### src/rtl/i2s_pkg.sv
// Shared constants and helpers for the I2S transmit path.
// Mode encodings, frame-length arithmetic and a saturating increment.
package i2s_pkg;

    localparam int I2S_MODE_I2S = 0;
    localparam int I2S_MODE_LJ  = 1;
    localparam int I2S_MODE_RJ  = 2;

    function automatic int frame_len(input int slot);
        return 2 * slot;
    endfunction

    // Increment that sticks at the all-ones value of a width-bit counter.
    function automatic logic [31:0] sat_inc(input logic [31:0] value, input int width);
        logic [31:0] max_v;
        if (width >= 32) begin
            max_v = 32'hFFFF_FFFF;
        end else begin
            max_v = (32'd1 << width) - 32'd1;
        end
        if (value >= max_v) begin
            return max_v;
        end else begin
            return value + 32'd1;
        end
    endfunction

endpackage

### src/rtl/i2s_tx_multi_mono_mix.sv
// Combinational stereo-to-mono mix: ((L + R) >>> 1) on signed samples.
// Shared with the SPDIF path, so it carries no timing of its own.
module i2s_mono_mix #(
    parameter int SAMPLE_WIDTH = 24
) (
    input  logic [SAMPLE_WIDTH-1:0] left,
    input  logic [SAMPLE_WIDTH-1:0] right,
    output logic [SAMPLE_WIDTH-1:0] mix
);

    logic [SAMPLE_WIDTH:0] sum_s;

    // One extra bit absorbs the carry; dropping the LSB is the arithmetic halve.
    always_comb begin
        sum_s = {left[SAMPLE_WIDTH-1], left} + {right[SAMPLE_WIDTH-1], right};
        mix   = sum_s[SAMPLE_WIDTH:1];
    end

endmodule

### src/rtl/i2s_tx_multi.sv
// Stereo I2S / left-justified / right-justified serialiser in the bclk domain.
// One frame is loaded per 2*SLOT_WIDTH bclk cycles through a ready/valid handshake.
module i2s_tx_multi
    import i2s_pkg::*;
#(
    parameter int SAMPLE_WIDTH  = 24,
    parameter int SLOT_WIDTH    = 32,
    parameter int MODE          = 0,
    parameter int MONO_MIX      = 0,
    parameter int UNDERRUN_ZERO = 1,
    parameter int CNT_WIDTH     = 8
) (
    input  logic                    bclk,
    input  logic                    reset,
    input  logic [SAMPLE_WIDTH-1:0] sample_left,
    input  logic [SAMPLE_WIDTH-1:0] sample_right,
    input  logic                    sample_valid,
    output logic                    sample_ready,
    input  logic                    mute,
    output logic                    lrclk,
    output logic                    data,
    output logic                    underrun,
    output logic [CNT_WIDTH-1:0]    underrun_count
);

    localparam int F  = frame_len(SLOT_WIDTH);
    localparam int CW = (F > 2) ? $clog2(F) : 1;

    localparam logic [CW-1:0] C_LAST  = CW'(F - 1);
    localparam logic [CW-1:0] C_RESET = CW'(F - 2);
    localparam logic [CW-1:0] C_SLOT  = CW'(SLOT_WIDTH);
    localparam logic [CW-1:0] C_LR_LO = CW'(SLOT_WIDTH - 1);

    logic [CW-1:0]           c_r;
    logic [CW-1:0]           c_next_s;
    logic                    lrclk_r;
    logic                    lr_next_s;
    logic                    data_r;
    logic                    sample_ready_r;
    logic                    underrun_r;
    logic [CNT_WIDTH-1:0]    count_r;
    logic [F-1:0]            shift_r;
    logic [F-1:0]            frame_s;
    logic [SAMPLE_WIDTH-1:0] held_l_r;
    logic [SAMPLE_WIDTH-1:0] held_r_r;
    logic [SAMPLE_WIDTH-1:0] mix_s;
    logic [SAMPLE_WIDTH-1:0] new_l_s;
    logic [SAMPLE_WIDTH-1:0] new_r_s;
    logic [SAMPLE_WIDTH-1:0] load_l_s;
    logic [SAMPLE_WIDTH-1:0] load_r_s;
    logic                    load_s;
    logic                    xfer_s;

    i2s_mono_mix #(
        .SAMPLE_WIDTH(SAMPLE_WIDTH)
    ) u_mono_mix (
        .left  (sample_left),
        .right (sample_right),
        .mix   (mix_s)
    );

    // Place a sample in its slot; frame bit F-1 is the bit shown at c=0.
    function automatic logic [SLOT_WIDTH-1:0] format_slot(input logic [SAMPLE_WIDTH-1:0] s);
        logic [SLOT_WIDTH-1:0] z;
        z = SLOT_WIDTH'(s);
        if (MODE == I2S_MODE_RJ) begin
            return z;
        end else begin
            return z << (SLOT_WIDTH - SAMPLE_WIDTH);
        end
    endfunction

    // Frame counter advance, handshake decode and next-frame selection.
    always_comb begin
        if (c_r == C_LAST) begin
            c_next_s = {CW{1'b0}};
        end else begin
            c_next_s = c_r + CW'(1);
        end

        load_s = (c_r == C_LAST);
        xfer_s = sample_ready_r && sample_valid;

        if (MONO_MIX != 0) begin
            new_l_s = mix_s;
            new_r_s = mix_s;
        end else begin
            new_l_s = sample_left;
            new_r_s = sample_right;
        end

        // Mute wins over the underrun policy; only an unmuted transfer carries new data.
        if (xfer_s && !mute) begin
            load_l_s = new_l_s;
            load_r_s = new_r_s;
        end else if (mute || (UNDERRUN_ZERO != 0)) begin
            load_l_s = {SAMPLE_WIDTH{1'b0}};
            load_r_s = {SAMPLE_WIDTH{1'b0}};
        end else begin
            load_l_s = held_l_r;
            load_r_s = held_r_r;
        end

        frame_s = {format_slot(load_l_s), format_slot(load_r_s)};

        case (MODE)
            I2S_MODE_I2S: lr_next_s = (c_next_s >= C_LR_LO) && (c_next_s <= C_RESET);
            default:      lr_next_s = (c_next_s >= C_SLOT);
        endcase
    end

    // Counter, word select and handshake pulse.
    always_ff @(posedge bclk) begin
        if (reset) begin
            c_r            <= C_RESET;
            lrclk_r        <= 1'b0;
            sample_ready_r <= 1'b0;
        end else begin
            c_r            <= c_next_s;
            lrclk_r        <= lr_next_s;
            sample_ready_r <= (c_next_s == C_LAST);
        end
    end

    // Shifter, held frame and underrun bookkeeping.
    always_ff @(posedge bclk) begin
        if (reset) begin
            data_r     <= 1'b0;
            shift_r    <= {F{1'b0}};
            held_l_r   <= {SAMPLE_WIDTH{1'b0}};
            held_r_r   <= {SAMPLE_WIDTH{1'b0}};
            underrun_r <= 1'b0;
            count_r    <= {CNT_WIDTH{1'b0}};
        end else if (load_s) begin
            data_r     <= frame_s[F-1];
            shift_r    <= {frame_s[F-2:0], 1'b0};
            underrun_r <= !xfer_s;
            if (!xfer_s) begin
                count_r <= CNT_WIDTH'(sat_inc(32'(count_r), CNT_WIDTH));
            end else begin
                count_r <= count_r;
            end
            if (xfer_s && !mute) begin
                held_l_r <= new_l_s;
                held_r_r <= new_r_s;
            end else begin
                held_l_r <= held_l_r;
                held_r_r <= held_r_r;
            end
        end else begin
            data_r     <= shift_r[F-1];
            shift_r    <= {shift_r[F-2:0], 1'b0};
            underrun_r <= 1'b0;
        end
    end

    assign sample_ready   = sample_ready_r;
    assign lrclk          = lrclk_r;
    assign data           = data_r;
    assign underrun       = underrun_r;
    assign underrun_count = count_r;

endmodule
### config.mk
export PLATFORM = sky130hd
export DESIGN_NAME = i2s_tx_multi
export DESIGN_NICKNAME = d
export VERILOG_FILES = /design/src/rtl/i2s_pkg.sv /design/src/rtl/i2s_tx_multi_mono_mix.sv /design/src/rtl/i2s_tx_multi.sv
export SDC_FILE = /design/constraint.sdc
export NUM_CORES = 1
export LEC_CHECK = 0
export CELL_PAD_IN_SITES_DETAIL_PLACEMENT = 2
export CELL_PAD_IN_SITES_GLOBAL_PLACEMENT = 2
export CORE_MARGIN = 3
export CORE_UTILIZATION = 30
export DETAILED_ROUTE_END_ITERATION = 12
export GPL_TIMING_DRIVEN = 0
export HOLD_SLACK_MARGIN = 0.08
export PLACE_DENSITY_LB_ADDON = 0.1
export SYNTH_ARGS = -nofsm -noshare
export SYNTH_HDL_FRONTEND = slang
export SYNTH_HIERARCHICAL = 1
export SYNTH_SLANG_ARGS = --single-unit
### constraint.sdc
create_clock -name bclk -period 2.6 [get_ports bclk]
set_clock_uncertainty 0.15 [all_clocks]
set_input_delay 0.78 -clock bclk [delete_from_list [all_inputs] [get_ports bclk]]
set_output_delay 0.78 -clock bclk [all_outputs]
set_load 0.005 [all_outputs]
==> results by group <==
Clock tree
  • Post-CTS Setup Repair Bufs: 0
  • CTS tree: done
  • Post_cts resized: 0
  • CTS Buffer Depth: 2
  • Clk_lat worst skew: 0.33 ns
  • CTS Sinks: 73
  • CTS buffer count: 9
  • Worst-path clk slew: 0.07 ns
  • Post-CTS Hold Fix Bufs: 0
  • H-tree depth: 3
  • CTS root buf: clkbuf_8

Power and ir drop
  • Tot Pwr: 2.57 mW
  • Peak supply drop: 331 uV
  • Leak: 1.33 nW
  • Power Density: 755 mW/mm2

Setup path
  • Slowest stage delay, CP: 0.42 ns
  • Crit path arrival time: 2.32 ns
  • CP endpoint: underrun_count[4]
  • R2R Setup Slk: 0.46 ns
  • Worst path buffer plus inverter count: 2
  • Reg2Reg Launch Point: c_r[0]
  • CP startpoint: sample_valid
  • Critical setup path kind: input pin to register
  • CP Depth: 7
  • Critical-path cell list: clkdlybuf4s50_1 > nand2_1 > and4_1 > clkbuf_1 > nand4_1 > mux2i_1 > nor2_1
  • Critical Path Fanout Max: 7
  • Setup crit end kind: register
  • Worst setup SP type: input pin
  • Slowest CP cell: clkdlybuf4s50_1
  • Critical R2R Capture: shift_r[32]
  • Cells on worst reg2reg path: 7
  • CP top delay family: buffers and inverters
  • Req. time, crit path: 2.65 ns

Placement
  • Dpl hpwl: 4.45 mm
  • Cells after DPL: 380
  • Routability Congestion: 0.689
  • IO buf count: 62

Global route
  • Vias in the first global route: 2061
  • Grt ovf: 0
  • First-pass GRT wire length: 10.6 mm
  • Gr usage total: 13.9%
  • Antenna violations before repair: 0
  • Largest net degree at the start of global routing: 14

Floorplanning
  • Width of the die: 97.1 um
  • Initial core utilization: 31.6%
  • IO Pins: 64
  • Floorplan row count: 32
  • Chip height: 97.1 um
  • Core area: 0.00789 mm2
  • Die area: 0.00943 mm2

Final layout
  • Ratio of cells with drive above 1 in the final layout: 9.86%
  • Final Non-Filler Cells: 396
  • Final net count: 345
  • # diodes: 0
  • Fillers: 842
  • Util after Layout: 43.2%
  • Layout area overhead: 36.9%

Routing
  • Post-DRT Antenna Nets: 0
  • Pre-antenna DRT Iters: 3
  • 1st-iter DRT viols: 26
  • DRT Wirelength: 6.20 mm
  • Vias per std cell: 4.79
  • Vias: 1896
  • Wirelength per Cell: 15.7 um
  • Drt drc: 0

Run status
  • Status: finished, final reports clean

Timing
  • Max Fclk: 0.441 GHz
  • Min Tclk post-route: 2.27 ns
  • Period Utilization, post-route: 87.1%
  • Slew headroom: 53.7%
  • RSZ-0062 raised after global routing: false
  • Pins Over Slew Limit: 0
  • Worst-Margin Slew: 0.686 ns
  • Setup violators final: 0
  • Hold Vio Cnt, Final: 0
  • Setup TNS: 0 ns

Yosys
  • Distinct cells, synth: 32
  • Synth area leader: dfxtp_1
  • Synth top area share: 58.7%
  • Synth Net Count: 272
  • #FFs+latches synth: 73
  • Synthesis warning total: 6
  • Top cells by area, synth: dfxtp_1 59%, a22o_1 17%, and2_1 2.5%, ha_1 2.0%, nand3_1 1.4%
  • Post-synthesis cell area: 0.00249 mm2
  • Seq/Total Area, Yosys: 58.7%
  • Mapped Cells: 216
  • Syn Area/Cell: 11.5 um2

Flow run
  • Max_cap viols: 0

Min path
  • Worst Hold Class: register to register
layout make-up:
cell class / instances / area, um2 / share of cell area, %
sequential: 73 / 1460 / 42.9
multi-input combinational: 125 / 932 / 27.3
timing repair buffer: 62 / 621 / 18.2
clock buffer: 10 / 128 / 3.74
tap: 102 / 128 / 3.74
buffer: 15 / 86.3 / 2.53
clock inverter: 6 / 42.5 / 1.25
inverter: 3 / 11.3 / 0.330
power breakdown:
group	internal, mW	switching, mW	total [mW]
registers	1.19	0.0607	1.25
logic	0.266	0.285	0.552
clock network	0.348	0.426	0.775
total	1.80	0.772	2.57
through the flow:
stage	hold WS (ns)	area (um2)	setup slack, ns
6_report	0.280	3410	0.334
5_1_grt	0.300	3410	0.216
4_1_cts	0.287	3410	0.319
3_5_place_dp	0.268	3240	-0.0226
3_3_place_gp	0.260	3240	0.0297
2_1_floorplan	0.256	2490	0.661
logic make-up (layout without fill, tap and decap cells):
group	after synthesis	after routing	synth area share, %
buf+inv	18	96	3.92
flops	73	73	58.7
fa+ha+maj	4	4	2.01
compound gates	62	62	20.5
mux	3	3	1.21
simple gates	51	51	12.0
xor+xnor	5	5	1.76
layout by cell type (no fill, tap or decap), types with 2 or more instances in the layout:
| cell type | netlist | routed |
|---|---|---|
| and2_1 | 10 | 10 |
| inv_1 | 3 | 3 |
| nand4_1 | 4 | 4 |
| nand3_1 | 7 | 7 |
| clkinv_2 | 0 | 2 |
| clkinvlp_4 | 0 | 2 |
| clkbuf_8 | 0 | 9 |
| clkdlybuf4s50_1 | 0 | 62 |
| ha_1 | 4 | 4 |
| nor3_1 | 3 | 3 |
| nand2b_1 | 4 | 4 |
| nand2_1 | 6 | 6 |
| and3_1 | 3 | 3 |
| a21oi_1 | 6 | 6 |
| clkbuf_1 | 5 | 6 |
| xor2_1 | 4 | 4 |
| mux2i_1 | 3 | 3 |
| buf_2 | 6 | 6 |
| nor2_1 | 9 | 9 |
| buf_6 | 2 | 2 |
| a22o_1 | 47 | 47 |
| dfxtp_1 | 73 | 73 |
| buf_4 | 2 | 2 |
| a211oi_1 | 3 | 3 |
metal layers:
| metal | global-route usage [%] | vias to the layer above | part of all wire (%) |
|---|---|---|---|
| met2 | 21.5 | 40 | 46 |
| met1 | 18.6 | 916 | 49 |
| met3 | 2.94 | 10 | 3.3 |
| li1 | - | 930 | - |
| met4 | 6.16 | 0 | 1.7 |
| met5 | 0 | - | 0 |
sequential cells by signal, indices dropped and copies added (netlist names):
| name | count |
|---|---|
| c_r | 6 |
| data | 1 |
| lrclk | 1 |
| sample_ready | 1 |
| shift_r | 55 |
| underrun | 1 |
| underrun_count | 8 |
cell usage after synthesis, drive strengths merged:
cell type and count:
o21ai 1, a311oi 1, and4b 1, and2 10, nor4b 1, dfxtp 73
nand3 7, nor2 10, clkbuf 5, xor2 4, inv 3, o22ai 1
nand2 6, buf 10, and4 1, nand2b 4, mux2i 3, a211oi 3
o21bai 1, ha 4, nand4 4, o41ai 1, a21oi 6, xnor2 1
o21ba 1, and3 3, a22o 47, nor3 3, or2 1
worst min path at each step:
stage / start / depth (start not counted) / slack (ns) / end
after floorplan: shift_r[32] / 1 / 0.26 / shift_r[33]
after global placement: shift_r[38] / 1 / 0.26 / shift_r[39]
after detailed placement: shift_r[33] / 1 / 0.27 / shift_r[34]
after CTS: shift_r[39] / 1 / 0.29 / shift_r[40]
after global routing: shift_r[35] / 1 / 0.30 / shift_r[36]
final: shift_r[39] / 1 / 0.28 / shift_r[40]
Power figures use the tool's default switching activity.
